===== src/rtl/mem_access_unit.sv =====
// mem_access_unit: MEM-stage load/store unit with req/gnt/rvalid bus, byte lanes and load extension.
// Optional MEM_MISALIGN_TRAP_EN: trap misaligned H/W accesses instead of issuing them.
module mem_access_unit #(
    parameter int DATA_WIDTH = 32,
    parameter int RD_WIDTH   = 5
) (
    input  logic                  clk,
    input  logic                  rst_n,
    input  logic                  ex_valid,
    output logic                  ex_ready,
    input  logic                  mem_read,
    input  logic                  mem_write,
    input  logic [2:0]            funct3,
    input  logic [DATA_WIDTH-1:0] alu_result,
    input  logic [DATA_WIDTH-1:0] store_data,
    input  logic [RD_WIDTH-1:0]   rd,
    input  logic                  reg_write,
    output logic                  dmem_req,
    output logic                  dmem_we,
    output logic [DATA_WIDTH-1:0] dmem_addr,
    output logic [3:0]            dmem_be,
    output logic [DATA_WIDTH-1:0] dmem_wdata,
    input  logic                  dmem_gnt,
    input  logic                  dmem_rvalid,
    input  logic [DATA_WIDTH-1:0] dmem_rdata,
    output logic                  wb_valid,
    output logic [DATA_WIDTH-1:0] wb_data,
    output logic [RD_WIDTH-1:0]   wb_rd,
    output logic                  wb_reg_write,
    output logic                  misalign_exc
);
    typedef enum logic [1:0] {IDLE, REQ, WAIT} state_t;

    state_t                state_q, state_d;
    logic [DATA_WIDTH-1:0] addr_q, addr_d, wdata_q, wdata_d, wb_data_q, wb_data_d;
    logic [3:0]            be_q, be_d;
    logic [2:0]            f3_q, f3_d;
    logic [RD_WIDTH-1:0]   rd_q, rd_d, wb_rd_q, wb_rd_d;
    logic                  we_q, we_d, regw_q, regw_d;
    logic                  wb_valid_q, wb_valid_d, wb_rw_q, wb_rw_d, exc_q, exc_d;

    logic                  accept, mem_op, misalign;
    logic [1:0]            a;
    logic [3:0]            st_be;
    logic [DATA_WIDTH-1:0] st_wdata, ld_word_b, ld_word_h, ld_val;

    assign accept = ex_valid & ex_ready;
    assign mem_op = mem_read | mem_write;
    assign a      = alu_result[1:0];

    // Access size from funct3[1:0]: 00 byte, 01 half, 1x (incl. unlisted codes) word.
    assign st_be    = funct3[1] ? 4'b1111 : funct3[0] ? (4'b0011 << {a[1], 1'b0}) : (4'b0001 << a);
    assign st_wdata = funct3[1] ? store_data : funct3[0] ? {2{store_data[15:0]}} : {4{store_data[7:0]}};

`ifdef MEM_MISALIGN_TRAP_EN
    assign misalign = funct3[1] ? (a != 2'b00) : (funct3[0] & a[0]);
`else
    assign misalign = 1'b0;
`endif

    assign ld_word_b = dmem_rdata >> {addr_q[1:0], 3'b000};
    assign ld_word_h = dmem_rdata >> {addr_q[1], 4'b0000};
    assign ld_val    = f3_q[1] ? dmem_rdata
                     : f3_q[0] ? {{16{~f3_q[2] & ld_word_h[15]}}, ld_word_h[15:0]}
                     : {{24{~f3_q[2] & ld_word_b[7]}}, ld_word_b[7:0]};

    always_comb begin
        state_d    = state_q;
        addr_d     = addr_q;
        wdata_d    = wdata_q;
        be_d       = be_q;
        f3_d       = f3_q;
        rd_d       = rd_q;
        we_d       = we_q;
        regw_d     = regw_q;
        wb_valid_d = 1'b0;
        wb_data_d  = wb_data_q;
        wb_rd_d    = wb_rd_q;
        wb_rw_d    = wb_rw_q;
        exc_d      = 1'b0;
        case (state_q)
            IDLE: if (accept) begin
                if (mem_op && !misalign) begin
                    state_d = REQ;
                    addr_d  = alu_result;
                    f3_d    = funct3;
                    rd_d    = rd;
                    regw_d  = reg_write;
                    we_d    = mem_write;
                    be_d    = mem_write ? st_be : 4'b1111;
                    wdata_d = mem_write ? st_wdata : '0;
                end else begin
                    wb_valid_d = 1'b1;
                    wb_data_d  = alu_result;
                    wb_rd_d    = rd;
                    wb_rw_d    = reg_write & ~mem_op;
                    exc_d      = mem_op;
                end
            end
            REQ: if (dmem_gnt) begin
                state_d = we_q ? IDLE : WAIT;
                if (we_q) begin
                    wb_valid_d = 1'b1;
                    wb_rd_d    = rd_q;
                    wb_rw_d    = 1'b0;
                end
            end
            WAIT: if (dmem_rvalid) begin
                state_d    = IDLE;
                wb_valid_d = 1'b1;
                wb_data_d  = ld_val;
                wb_rd_d    = rd_q;
                wb_rw_d    = regw_q;
            end
            default: state_d = IDLE;
        endcase
    end

    always_ff @(posedge clk or negedge rst_n) begin
        if (!rst_n) begin
            state_q    <= IDLE;
            addr_q     <= '0;
            wdata_q    <= '0;
            be_q       <= '0;
            f3_q       <= '0;
            rd_q       <= '0;
            we_q       <= 1'b0;
            regw_q     <= 1'b0;
            wb_valid_q <= 1'b0;
            wb_data_q  <= '0;
            wb_rd_q    <= '0;
            wb_rw_q    <= 1'b0;
            exc_q      <= 1'b0;
        end else begin
            state_q    <= state_d;
            addr_q     <= addr_d;
            wdata_q    <= wdata_d;
            be_q       <= be_d;
            f3_q       <= f3_d;
            rd_q       <= rd_d;
            we_q       <= we_d;
            regw_q     <= regw_d;
            wb_valid_q <= wb_valid_d;
            wb_data_q  <= wb_data_d;
            wb_rd_q    <= wb_rd_d;
            wb_rw_q    <= wb_rw_d;
            exc_q      <= exc_d;
        end
    end

    assign ex_ready     = (state_q == IDLE);
    assign dmem_req     = (state_q == REQ);
    assign dmem_we      = we_q;
    assign dmem_addr    = {addr_q[DATA_WIDTH-1:2], 2'b00};
    assign dmem_be      = be_q;
    assign dmem_wdata   = wdata_q;
    assign wb_valid     = wb_valid_q;
    assign wb_data      = wb_data_q;
    assign wb_rd        = wb_rd_q;
    assign wb_reg_write = wb_rw_q;
    assign misalign_exc = exc_q;
endmodule


===== config.mk =====
export PLATFORM = sky130hd
export DESIGN_NAME = mem_access_unit
export DESIGN_NICKNAME = d
export VERILOG_FILES = /design/src/rtl/mem_access_unit.sv
export SDC_FILE = /design/constraint.sdc
export NUM_CORES = 1
export LEC_CHECK = 0
export ABC_AREA = 1
export CAP_MARGIN = 20
export CORE_MARGIN = 2
export CORE_UTILIZATION = 30
export CTS_CLUSTER_SIZE = 14
export DETAILED_ROUTE_END_ITERATION = 8
export GPL_TIMING_DRIVEN = 0
export SYNTH_ARGS = -nofsm -noshare
export SYNTH_HDL_FRONTEND = slang
export SYNTH_SLANG_ARGS = --single-unit
export TNS_END_PERCENT = 1

===== constraint.sdc =====
create_clock -name clk -period 3 [get_ports clk]
set_input_delay 0.9 -clock clk [delete_from_list [all_inputs] [get_ports clk]]
set_output_delay 0.9 -clock clk [all_outputs]
set_load 0.02 [all_outputs]

-- After elaboration in Yosys (flattened, before gate mapping)
Index checks and enable logic that the tools add are counted.
Widths: inputs -> output; s select.
- memories kept: 0
- bits in read-only memories: 0
- word-level logic and storage cells: 74
- bits in latches: 0
- RAM bits: 0
- register bits: 119
- input bits: 112
- output and inout port bits: 111
- shift operators: 4
- bitwise operators: 7
- reductions and logical operators: 7
- magnitude comparators: 0
- add/subtract/negate cells: 0
- multiply operators: 0
- equality and inequality tests: 8
- divide/modulo/power cells: 0
- multiplexer cells: 36
- operators by type and width (operator ; count):
    $mux 32 ; 8
    $pmux 32 s2 ; 1
    $shr 32x5->16 ; 1
    $shr 32x5->8 ; 1
    $mux 5 ; 5
    $pmux 5 s3 ; 1
    $mux 4 ; 3
    $mux 1 ; 10
    $mux 2 ; 5
    $ne 2x1->1 const B ; 4
    $reduce_and 4->1 ; 2
    $pmux 1 s3 ; 2
    $pmux 2 s3 ; 1
    $reduce_and 6->1 ; 1
    $and 1x1->1 ; 4
    $ne 2x2->1 const B ; 2
    $shl 1x2->4 const A ; 1
    $shl 2x2->4 const A ; 1
    $reduce_and 3->1 ; 1
    $reduce_bool 3->1 ; 1
    $eq 2x1->1 const B ; 1
    $eq 2x2->1 const B ; 1
    $logic_not 2->1 ; 1
    $not 1->1 ; 2
    2 further kinds ; 2

-- Depth between registers and ports, before layout
- depth after elaboration: 6
- gate-level depth with buffers: 11
- gate-level depth less buffers: 9

-- Least setup slack after synthesis
No wires, ideal clock.
- path kind: in2reg
- start point: input mem_write
- end point: register wb_data_q[3] (netlist: wb_data[3])
- stages: 9
- arrival: 1759 ps
- setup slack: 1117 ps
- cells stage by stage: buf_6 -> nor2_8 -> nand2_1 -> o21ai_2 -> nand2_2 -> buf_6 -> buf_6 -> a21oi_1 -> a21oi_1
- cells in the longest elaborated chain, start to end: 3
- RTL lines (element ; line ; source):
    start, declared ; 12 ; input logic mem_write,
    $or 1x1->1 ; 48 ; assign mem_op = mem_read | mem_write;
    $ne 2x2->1 (no source line) ; - ;
    $reduce_and 4->1 (no source line) ; - ;
    end signal, assigned ; 144 ; wb_data_q <= wb_data_d;
    end, declared ; 35 ; logic [DATA_WIDTH-1:0] addr_q, addr_d, wdata_q, wdata_d, wb_data_q, wb_data_d;
No other way between the ends.
A chain may end at the register's enable or synchronous reset.

-- Worst setup path after layout
- start point: register state_q[1]
- end point: output dmem_req
- cells in the longest elaborated chain, start to end: 1
- RTL lines (element ; line ; source):
    start, declared ; 34 ; state_t state_q, state_d;
    start signal, assigned ; 135 ; state_q <= state_d;
    $eq 2x1->1 ; 152 ; assign dmem_req = (state_q == REQ);
    end, declared ; 18 ; output logic dmem_req,
No other way between the ends.

==> results.sh <==
export IMPL_clock_sinks=119
export IMPL_synth_distinct_cells=29
export IMPL_synth_edff_count=0
export IMPL_max_slew_margin_rel_pct=61.29
export IMPL_ios=223
export IMPL_clk_latency_ns=0.41
export IMPL_synth_seq_cells=119
export IMPL_timing_rr_end="dmem_wdata[29]$_DFFE_PN0P_"
export IMPL_rr_worst_depth=7
export IMPL_numCtsBuffers=17
export IMPL_ys_async_sr_fraction_pct=100.0
export IMPL_crit_arrival_ns=1.82
export IMPL_synth_top_area_share_pct=47.97
export IMPL_p_per_area_mw_per_mm2=1089
export IMPL_diodes=0
export IMPL_status="complete, no violations"
export IMPL_setup_worst_path_start_class="register"
export IMPL_r2r_slack_ns=0.98
export IMPL_fin_area_mm2=0.009415
export IMPL_drt_wl_total_um=21000
export IMPL_cp_end_kind="primary output"
export IMPL_cp_slowest_cell="clkdlybuf4s50_1"
export IMPL_grt_pass1_vias=5866
export IMPL_coreArea_mm2=0.02030
export IMPL_worstMarginPinSlew_ns=0.5806
export IMPL_maxSlewViolCount=0
export IMPL_root_buffer="clkbuf_16"
export IMPL_crit_required_ns=2.10
export IMPL_overflow=0
export IMPL_netlist_top_cells_area="dfrtp_1 (48%), nand2_1 (15%), a21oi_1 (9.4%)"
export IMPL_grt_antenna_before_repair=0
export IMPL_cts_buffer_depth=2
export IMPL_vdd_drop_max_uv=464.4
export IMPL_dpl_cell_area_mm2=0.008763
export IMPL_postCtsHoldBufs=0
export IMPL_synth_top_area_cell="dfrtp_1"
export IMPL_finalSetupViolCount=0
export IMPL_yosysMostFrequentCell="nand2_1"
export IMPL_die_h_um=147.8
export IMPL_rsz0062_at_grt="no"
export IMPL_grt_total_usage_pct=19.29
export IMPL_hold_viol=0
export IMPL_io_buffer_count=218
export IMPL_yosysSeqAreaShare_pct=47.97
export IMPL_r2r_start="state_q[0]$_DFFE_PN0P_"
export IMPL_synthToLayoutAreaGrowth_pct=51.68
export IMPL_nFillCells=2050
export IMPL_cts_htree_levels=4
export IMPL_synth_warnings=0
export IMPL_worst_path_buf_inv=2
export IMPL_fin_crit_ns=2.720
export IMPL_crit_fanout=5
export IMPL_syn_area_per_cell_um2=7.867
export IMPL_critPathTopFamily="buffers and inverters"
export IMPL_firstDrtPassIters=5
export IMPL_crit_type="reg2out"
export IMPL_grt_pass1_wl_um=32800
export IMPL_syn_inst=789
export IMPL_drive_gt1_share_pct=10.94
export IMPL_ys_flop_type="dfrtp_1"
export IMPL_drc=0
export IMPL_vias=5902
export IMPL_period_share_pct=90.67
export IMPL_gp_congestion=0.8846
export IMPL_min_path_type="in2async"
export IMPL_synth_area_mm2=0.006207
export IMPL_initial_utilization_pct=30.58
export IMPL_grt_max_degree=86
export IMPL_num_rows=52
export IMPL_die_w_um=147.8
export IMPL_drv_cap=0
export IMPL_finClkSkew_ns=0.01055
export IMPL_ys_top_cells_by_count="nand2_1 (240), dfrtp_1 (119), a21oi_1 (116)"
export IMPL_cpPeakStageDelay_ns=0.62
export IMPL_cts_resized=0
export IMPL_clk_pin_slew_ns=0.06
export IMPL_final_util_pct=46.38
export IMPL_num_nets_final=1148
export IMPL_dp_hpwl_um=16130
export IMPL_cts_tree="built"
export IMPL_final_antenna_net_count=0
export IMPL_drtIter0Drc=239
export IMPL_path_cells="inv_1 -> ha_1 -> clkdlybuf4s50_1"
export IMPL_leakagePower_nw=4.367
export IMPL_fmax_mhz=367.6
export IMPL_post_cts_setup_buffers=0
export IMPL_via_per_inst=4.498
export IMPL_routedWlPerCell_um=16.01
export IMPL_die_area_mm2=0.02186
-- metal layers --
layer / global-route usage [%] / vias up / part of all wire [%]
li1: - / 2981 / -
met1: 26.02 / 2705 / 46
met2: 30.53 / 193 / 46
met3: 4.784 / 23 / 6.5
met4: 6.190 / 0 / 1.7
met5: 0 / - / 0
-- layout make-up --
class | instances | area, um^2 | share of cell area, %
clock inverter | 14 | 222.7 | 2.365
clock buffer | 18 | 429.2 | 4.558
inverter | 61 | 234.0 | 2.485
sequential | 119 | 2978 | 31.63
multi-input combinational | 536 | 2492 | 26.47
timing repair buffer | 219 | 2211 | 23.48
tap | 270 | 337.8 | 3.588
buffer | 75 | 510.5 | 5.422
-- power by group --
group | switching (mW) | total, mW | internal, mW
sequential | 0.437 | 2.81 | 2.38
combinational | 2.83 | 5.16 | 2.33
clock | 0.792 | 2.28 | 1.48
-- worst max-delay path by stage --
stage                                      start  cells after the start                endpoint
after CTS                 state_q[1]$_DFFE_PN0P_                      3                dmem_req
final                     state_q[1]$_DFFE_PN0P_                      3                dmem_req
after detailed placement                mem_read                      6     f3_q[1]$_DFFE_PN0P_
after global routing      state_q[1]$_DFFE_PN0P_                      3                dmem_req
after global placement                     rst_n                      1    wb_rd[0]$_DFFE_PN0P_
after floorplan                        mem_write                      9  wb_data[3]$_DFFE_PN0P_
-- metrics by stage --
step / hold WS (ns) / setup slack [ns] / std cells / power [mW] / setup TNS (ns)
after floorplan: 0.4431 / 1.117 / 791 / 5.776 / 0
after global placement: 0.4553 / -3.984 / 1279 / 7.972 / -472.79
after detailed placement: 0.4604 / 0.3026 / 1280 / 8.028 / 0
after CTS: 0.3746 / 0.2409 / 1312 / 10.36 / 0
after global routing: 0.3912 / 0.1531 / 1312 / 10.95 / 0
final: 0.3757 / 0.2799 / 1312 / 10.25 / 0
-- worst register-to-register path, stage by stage (launching register included) --
cell and delay (ns):
dfrtp_1 0.43, inv_1 0.12, ha_1 0.28, nand2_2 0.11, inv_1 0.16, nand2_2 0.21
clkbuf_1 0.40, o21ai_0 0.18
-- cell usage in the layout (no fill, tap or decap), drive strengths merged --
cell,instances
a31oi,1
o31a,1
nor2,51
clkdlybuf4s50,217
nand2,249
nand3,16
bufinv,5
clkbuf,36
o211ai,1
o21a,5
conb,3
buf,59
inv,62
dfrtp,119
o21ai,79
a21oi,117
mux2i,6
ha,7
clkinv,6
clkinvlp,2
-- logic make-up (layout without fill, tap and decap cells) --
| kind of cell | count (synthesis) | after routing | synth area share [%] |
|---|---|---|---|
| other | 1 | 3 | 0.06041 |
| adders and majority gates | 7 | 7 | 1.411 |
| DFF | 119 | 119 | 47.97 |
| buffers and inverters | 136 | 387 | 11.99 |
| AOI/OAI and AO/OA | 204 | 204 | 17.25 |
| muxes | 6 | 6 | 0.9676 |
| and+or+nand+nor | 316 | 316 | 20.34 |
-- state kept, by name (all words and copies together), names as in the netlist --
register and cells:
wb_reg_write 1, rd_q 5, dmem_we 1, f3_q 3, wb_rd 5, wb_data 32
wb_valid 1, regw_q 1, state_q 2, dmem_be 4, addr_q 32, dmem_wdata 32
Note: power is estimated with default switching activity, not from simulation.
